$ cat config.mk
export PLATFORM = sky130hd
export DESIGN_NAME = load_store_unit
export DESIGN_NICKNAME = d
export VERILOG_FILES = /design/src/rtl/jamia_lsu_pkg.sv /design/src/rtl/lsu_load_formatter.sv /design/src/rtl/load_store_unit.sv
export SDC_FILE = /design/constraint.sdc
export NUM_CORES = 1
export LEC_CHECK = 0
export CAP_MARGIN = 25
export CORE_MARGIN = 1.5
export CORE_UTILIZATION = 35
export DETAILED_ROUTE_END_ITERATION = 8
export PLACE_DENSITY = 0.73
export SYNTH_ARGS = -nofsm -noshare
export SYNTH_HDL_FRONTEND = slang
export SYNTH_SLANG_ARGS = --single-unit
$ cat constraint.sdc
create_clock -name clk_in -period 4.3 [get_ports clk_in]
set_clock_uncertainty 0.05 [all_clocks]
set_input_delay 1.075 -clock clk_in [delete_from_list [all_inputs] [get_ports clk_in]]
set_output_delay 1.075 -clock clk_in [all_outputs]
set_load 0.01 [all_outputs]
$ cat src/rtl/jamia_lsu_pkg.sv
// jamia_lsu_pkg
//   Shared constants for the load/store unit:
//   - access-size codes (funct3[1:0])
//   - FSM state encoding
//   - store-lane helpers (byte-lane write mask and lane-replicated write data)
package jamia_lsu_pkg;

   localparam logic [1:0] LS_BYTE = 2'b00;
   localparam logic [1:0] LS_HALF = 2'b01;
   localparam logic [1:0] LS_WORD = 2'b10;

   localparam logic [0:0] ST_IDLE = 1'b0;
   localparam logic [0:0] ST_BUSY = 1'b1;

   // Size code 2'b11 is handled as a full word.
   function automatic logic [3:0] store_mask(input logic [1:0] size, input logic [1:0] offset);
      logic [3:0] mask;
      case (size)
         LS_BYTE: mask = 4'b0001 << offset;
         LS_HALF: mask = offset[1] ? 4'b1100 : 4'b0011;
         default: mask = 4'b1111;
      endcase
      return mask;
   endfunction

   function automatic logic [31:0] store_wdata(input logic [1:0] size, input logic [31:0] data);
      logic [31:0] wdata;
      case (size)
         LS_BYTE: wdata = {4{data[7:0]}};
         LS_HALF: wdata = {2{data[15:0]}};
         default: wdata = data;
      endcase
      return wdata;
   endfunction

endpackage

$ cat src/rtl/lsu_load_formatter.sv
// lsu_load_formatter
//   Combinational load-data formatter: extracts the addressed byte or halfword
//   from a bus word and sign- or zero-extends it to 32 bits.
//   rdata        in   32  raw bus read data
//   offset       in   2   address bits [1:0]
//   size         in   2   00 byte, 01 half, 10/11 word
//   is_unsigned  in   1   zero-extend instead of sign-extend
//   data         out  32  formatted result
module lsu_load_formatter
   import jamia_lsu_pkg::*;
(
   input  logic [31:0] rdata,
   input  logic [1:0]  offset,
   input  logic [1:0]  size,
   input  logic        is_unsigned,
   output logic [31:0] data
);

   logic [7:0]  byte_sel;
   logic [15:0] half_sel;

   always_comb begin
      byte_sel = rdata[{offset, 3'b000} +: 8];
      half_sel = rdata[{offset[1], 4'b0000} +: 16];
      case (size)
         LS_BYTE: data = {{24{byte_sel[7] & ~is_unsigned}}, byte_sel};
         LS_HALF: data = {{16{half_sel[15] & ~is_unsigned}}, half_sel};
         default: data = rdata;
      endcase
   end

endmodule

$ cat src/rtl/load_store_unit.sv
// load_store_unit
//   Memory half of a decoded load/store. Issues one req/ack bus transaction per
//   aligned access, stalls the core while it is open, and returns formatted load
//   data with a one-cycle done pulse (or a bus_fault pulse on err/timeout).
//   clk_in, rst_in            clock, asynchronous active-high reset
//   lsu_valid_in, load_req_in, mem_wr_req_in, misaligned_in,
//   load_size_in, load_unsigned_in, iadder_in, rs2_in
//                             decoded request from execute
//   dbus_req/we/addr/wdata/wmask_out, dbus_ack_in, dbus_err_in, dbus_rdata_in
//                             data-memory bus
//   lsu_stall_out             hold fetch/decode/execute
//   lsu_done_out, bus_fault_out  one-cycle completion pulses
//   load_data_out             formatted load result, held until next good load
module load_store_unit
   import jamia_lsu_pkg::*;
#(
   parameter int unsigned TIMEOUT_CYCLES = 255
) (
   input  logic        clk_in,
   input  logic        rst_in,
   input  logic        lsu_valid_in,
   input  logic        load_req_in,
   input  logic        mem_wr_req_in,
   input  logic        misaligned_in,
   input  logic [1:0]  load_size_in,
   input  logic        load_unsigned_in,
   input  logic [31:0] iadder_in,
   input  logic [31:0] rs2_in,
   output logic        dbus_req_out,
   output logic        dbus_we_out,
   output logic [31:0] dbus_addr_out,
   output logic [31:0] dbus_wdata_out,
   output logic [3:0]  dbus_wmask_out,
   input  logic        dbus_ack_in,
   input  logic        dbus_err_in,
   input  logic [31:0] dbus_rdata_in,
   output logic        lsu_stall_out,
   output logic        lsu_done_out,
   output logic [31:0] load_data_out,
   output logic        bus_fault_out
);

   logic [0:0]  state;
   logic [1:0]  size_q;
   logic [1:0]  offset_q;
   logic        unsigned_q;
   logic [15:0] busy_cnt;
   logic        issue;
   logic        expired;
   logic [31:0] fmt_data;

   assign issue   = (state == ST_IDLE) & lsu_valid_in & (load_req_in | mem_wr_req_in) & ~misaligned_in;
   // busy_cnt is 0 in the first BUSY cycle, so the last allowed cycle is TIMEOUT-1.
   assign expired = (busy_cnt == 16'(TIMEOUT_CYCLES - 1));
   assign lsu_stall_out = issue | (state == ST_BUSY);

   lsu_load_formatter u_fmt (
      .rdata       (dbus_rdata_in),
      .offset      (offset_q),
      .size        (size_q),
      .is_unsigned (unsigned_q),
      .data        (fmt_data)
   );

   always_ff @(posedge clk_in or posedge rst_in) begin
      if (rst_in) begin
         state          <= ST_IDLE;
         dbus_req_out   <= 1'b0;
         dbus_we_out    <= 1'b0;
         dbus_addr_out  <= '0;
         dbus_wdata_out <= '0;
         dbus_wmask_out <= '0;
         lsu_done_out   <= 1'b0;
         bus_fault_out  <= 1'b0;
         load_data_out  <= '0;
         size_q         <= '0;
         offset_q       <= '0;
         unsigned_q     <= 1'b0;
         busy_cnt       <= '0;
      end else begin
         lsu_done_out  <= 1'b0;
         bus_fault_out <= 1'b0;
         if (state == ST_IDLE) begin
            if (issue) begin
               state          <= ST_BUSY;
               dbus_req_out   <= 1'b1;
               dbus_we_out    <= ~load_req_in;
               dbus_addr_out  <= {iadder_in[31:2], 2'b00};
               dbus_wdata_out <= load_req_in ? '0 : store_wdata(load_size_in, rs2_in);
               dbus_wmask_out <= load_req_in ? '0 : store_mask(load_size_in, iadder_in[1:0]);
               size_q         <= load_size_in;
               offset_q       <= iadder_in[1:0];
               unsigned_q     <= load_unsigned_in;
               busy_cnt       <= '0;
            end
         end else begin
            if (dbus_err_in | dbus_ack_in | expired) begin
               state        <= ST_IDLE;
               dbus_req_out <= 1'b0;
               busy_cnt     <= '0;
               // err beats ack; ack beats a simultaneous timeout.
               if (dbus_err_in) begin
                  bus_fault_out <= 1'b1;
               end else if (dbus_ack_in) begin
                  lsu_done_out <= 1'b1;
                  if (!dbus_we_out) load_data_out <= fmt_data;
               end else begin
                  bus_fault_out <= 1'b1;
               end
            end else begin
               busy_cnt <= busy_cnt + 16'd1;
            end
         end
      end
   end

endmodule

==> key figures <==
Global routing
  • Largest net degree at the start of global routing: 125
  • Global-route wire length before repair: 27.26 mm
  • Vias in the first global route: 5053
  • Total track usage: 19.40%
  • GRT overflow: 0
  • Initial antenna violation count: 0

Timing
  • RSZ-0062 raised after global routing: false
  • Final Max Slew Viols: 0
  • Final setup violation count: 0
  • Slew HR: 42.52%
  • F_max: 253.3 MHz
  • Minimum clock period: 3.947 ns
  • Setup WS post-layout: 0.3527 ns
  • TNS Setup: 0 ns
  • Worst Tran Pin Value: 0.8590 ns
  • Final hold viol count: 0
  • Final period utilization: 91.80%

Power
  • Clock power frac: 25.8%
  • Cell Int Power: 0.003699 W
  • Peak VDD IR: 0.0003251 V
  • Sw Share: 32.22%
  • NetSw: 0.001759 W
  • Comb pwr share: 38.7%
  • Reg power frac: 35.5%
  • Leakage: 3.758 nW
  • Cell Pwr Density: 616.4 nW/um^2

Worst setup path
  • Crit path required time: 3.17 ns
  • Crit-path max FO: 11
  • CP arrival: 2.82 ns
  • Critical path capture point type: output port
  • CP Launch Type: primary input
  • CP Class: primary input to output port
  • R2r worst-path depth: 4

Yosys
  • Post-Synth Simple-Gate Area: 17.19%
  • Top cells by area, synth: dfrtp_1 52%, mux2_2 6.6%, nand2_1 5.8%
  • Synth area leader: dfrtp_1
  • Synth warn: 0
  • Synth cell count leaders: 124 x dfrtp_1, 93 x nand2_1, 46 x o21ai_0
  • Ys async rst share: 100.0%
  • Largest family of logic cells by synthesized area: simple AND/OR/NAND/NOR gates
  • FF+latch count, synth: 124
  • Synth Area in Adders: 0.4176%
  • Cells after synthesis: 604
  • Sequential area share after synthesis: 51.79%
  • Area share of the largest cell type after synthesis: 51.79%
  • Post-synthesis compound-gate area fraction: 14.83%
  • Syn avg cell area: 9.921 um^2
  • Mux contribution to synthesized area: 10.96%
  • Dominant cell by count in the synthesized netlist: dfrtp_1
  • Post-synth EDFFs: 0
  • Post-synthesis xor/xnor area fraction: 0.5847%
  • Most used DFF post-synth: dfrtp_1
  • Post-synth cell types: 52
  • Cell Area, Synth: 5992 um^2

Final layout
  • Nets@finish: 905
  • Layout cell share with drive strength beyond 1: 10.55%
  • Layout Area Growth over Synthesis: 47.76%
  • Diodes inserted: 0
  • Fill count: 1499

Clock network
  • Hold-fix buffers, CTS: 0
  • Root Buffer: clkbuf_16
  • Clock buffer depth: 2
  • Clk sinks: 124
  • Num CTS Buffers: 17
  • CTS clk-pin slew, worst paths: 0.06 ns
  • Post-CTS sizing: 0
  • Clk_lat worst skew: 0.41 ns
  • H-tree depth: 4
  • CTS tree: built
  • Post-CTS Setup Inserts: 0

Routing
  • DR DRC count: 0
  • Via/cell ratio: 5.079
  • Wirelength per Cell: 16.84 um
  • Via Count: 5211
  • ANT nets after route: 0
  • Initial DRC Count: 370
  • Drt pass-1 iters: 4
  • Detailed Route WL: 17.28 mm

Hold path
  • Hold depth: 2
  • Min-Delay Path Class: flip-flop to flip-flop

Floorplan
  • Die ar.: 17910 um^2
  • Site Rows: 47
  • Die width: 133.8 um
  • Initial Utilization: 36.00%
  • Core Area: 16640 um^2
  • Num ports: 212
  • Chip height: 133.8 um

Placed design
  • IO buf count: 209
  • Post-DP HPWL: 11.91 mm
  • Final RePlAce weighted congestion: 0.8421
  • Dpl ws: 0.3537 ns

Flow run
  • Max-cap check violation count: 0

Status
  • Status: completed
-- kinds of logic (layout without fill, tap and decap cells) --
kind of cell | count (synthesis) | in the layout
AND/OR/NAND/NOR | 208 | 208
AO/OA/AOI/OAI | 142 | 142
flip-flops | 124 | 124
buffers and inverters | 63 | 264
multiplexers | 60 | 60
XOR/XNOR | 4 | 4
adder cells (fa/ha/maj) | 2 | 2
other | 1 | 2
-- power by group through the flow --
stage               Combinational (W)  Clock, W  Sequential [W]
floorplan                    0.000799         0         0.00206
global placement              0.00210         0         0.00194
detailed placement            0.00213         0         0.00195
CTS                           0.00214   0.00144         0.00194
global route                  0.00228   0.00149         0.00200
finish                        0.00211   0.00141         0.00194
-- sequential cells by signal (all words and copies together), names as in the netlist --
name	count
load_data_out	32
dbus_addr_out	30
dbus_we_out	1
size_q	2
dbus_wdata_out	32
busy_cnt	16
offset_q	2
dbus_wmask_out	4
dbus_req_out	1
bus_fault_out	1
lsu_done_out	1
unsigned_q	1
state	1
-- area by class of cell --
| type | instances | area [um^2] | area share, % |
|---|---|---|---|
| repair buffers | 217 | 2177 | 24.59 |
| multi-input cells | 418 | 2653 | 29.96 |
| inverters | 18 | 71.32 | 0.8055 |
| well taps | 220 | 275.3 | 3.109 |
| clock inverters | 7 | 90.09 | 1.018 |
| flip-flops and latches | 124 | 3103 | 35.05 |
| clock buffers | 22 | 484.2 | 5.469 |
-- metrics by stage --
step,hold WS [ns],instance area (um^2),util (%),instances,power [W]
CTS,0.4271,8853,53.20,1026,0.005514
floorplan,0.4527,6000,-,605,0.002863
detailed placement,0.4148,8279,49.75,997,0.004079
finish,0.4232,8853,53.20,1026,0.005457
global route,0.4384,8853,53.20,1026,0.005776
global placement,0.4095,8279,49.75,997,0.004038
-- layout by cell type, fill, tap and decap left out, drive strengths merged, types with 2 or more instances in the layout --
cell and instances:
clkdlybuf4s50 209, dfrtp 124, nand2 93, o21ai 46
a21oi 42, nand3 39, mux2 35, mux2i 24
clkbuf 22, o31ai 21, nor2 19, inv 16
nand2b 13, buf 8, a211o 7, and3b 7
or3 7, o21a 6, nor3 6, o311ai 5
nor4 5, or4 5, nand4 4, clkinv 4
o21ba 3, xor2 3, clkinvlp 3, o211ai 3
or2 2, a221o 2, ha 2, conb 2
bufinv 2, and4 2
-- critical path, cell delays in order --
cell	delay (ns)
clkdlybuf4s50_1	0.56
nor2_1	0.09
o21ba_2	0.28
inv_1	0.22
clkdlybuf4s50_1	0.59
-- path summary, 6_finish.rpt --
kind | startpoint | end | slack [ns]
max in group asynchronous | rst_in | load_data_out[11] | 2.51
min | dbus_wdata_out[17] | dbus_wdata_out[17] | 0.42
min in group asynchronous | rst_in | load_data_out[4] | 1.10
min reg2reg | dbus_wdata_out[17] | dbus_wdata_out[17] | 0.42
max reg2reg | offset_q[1] | load_data_out[5] | 1.76
max | load_req_in | lsu_stall_out | 0.35
-- layer usage --
metal | vias up | wire, um | global-route usage [%]
met5 | - | 0 | 0
met4 | 0 | 346 | 7.246
met3 | 22 | 1134 | 5.556
met2 | 179 | 8058 | 29.95
met1 | 2480 | 7735 | 25.94
li1 | 2530 | - | -
(Power assumes the default switching activity.)
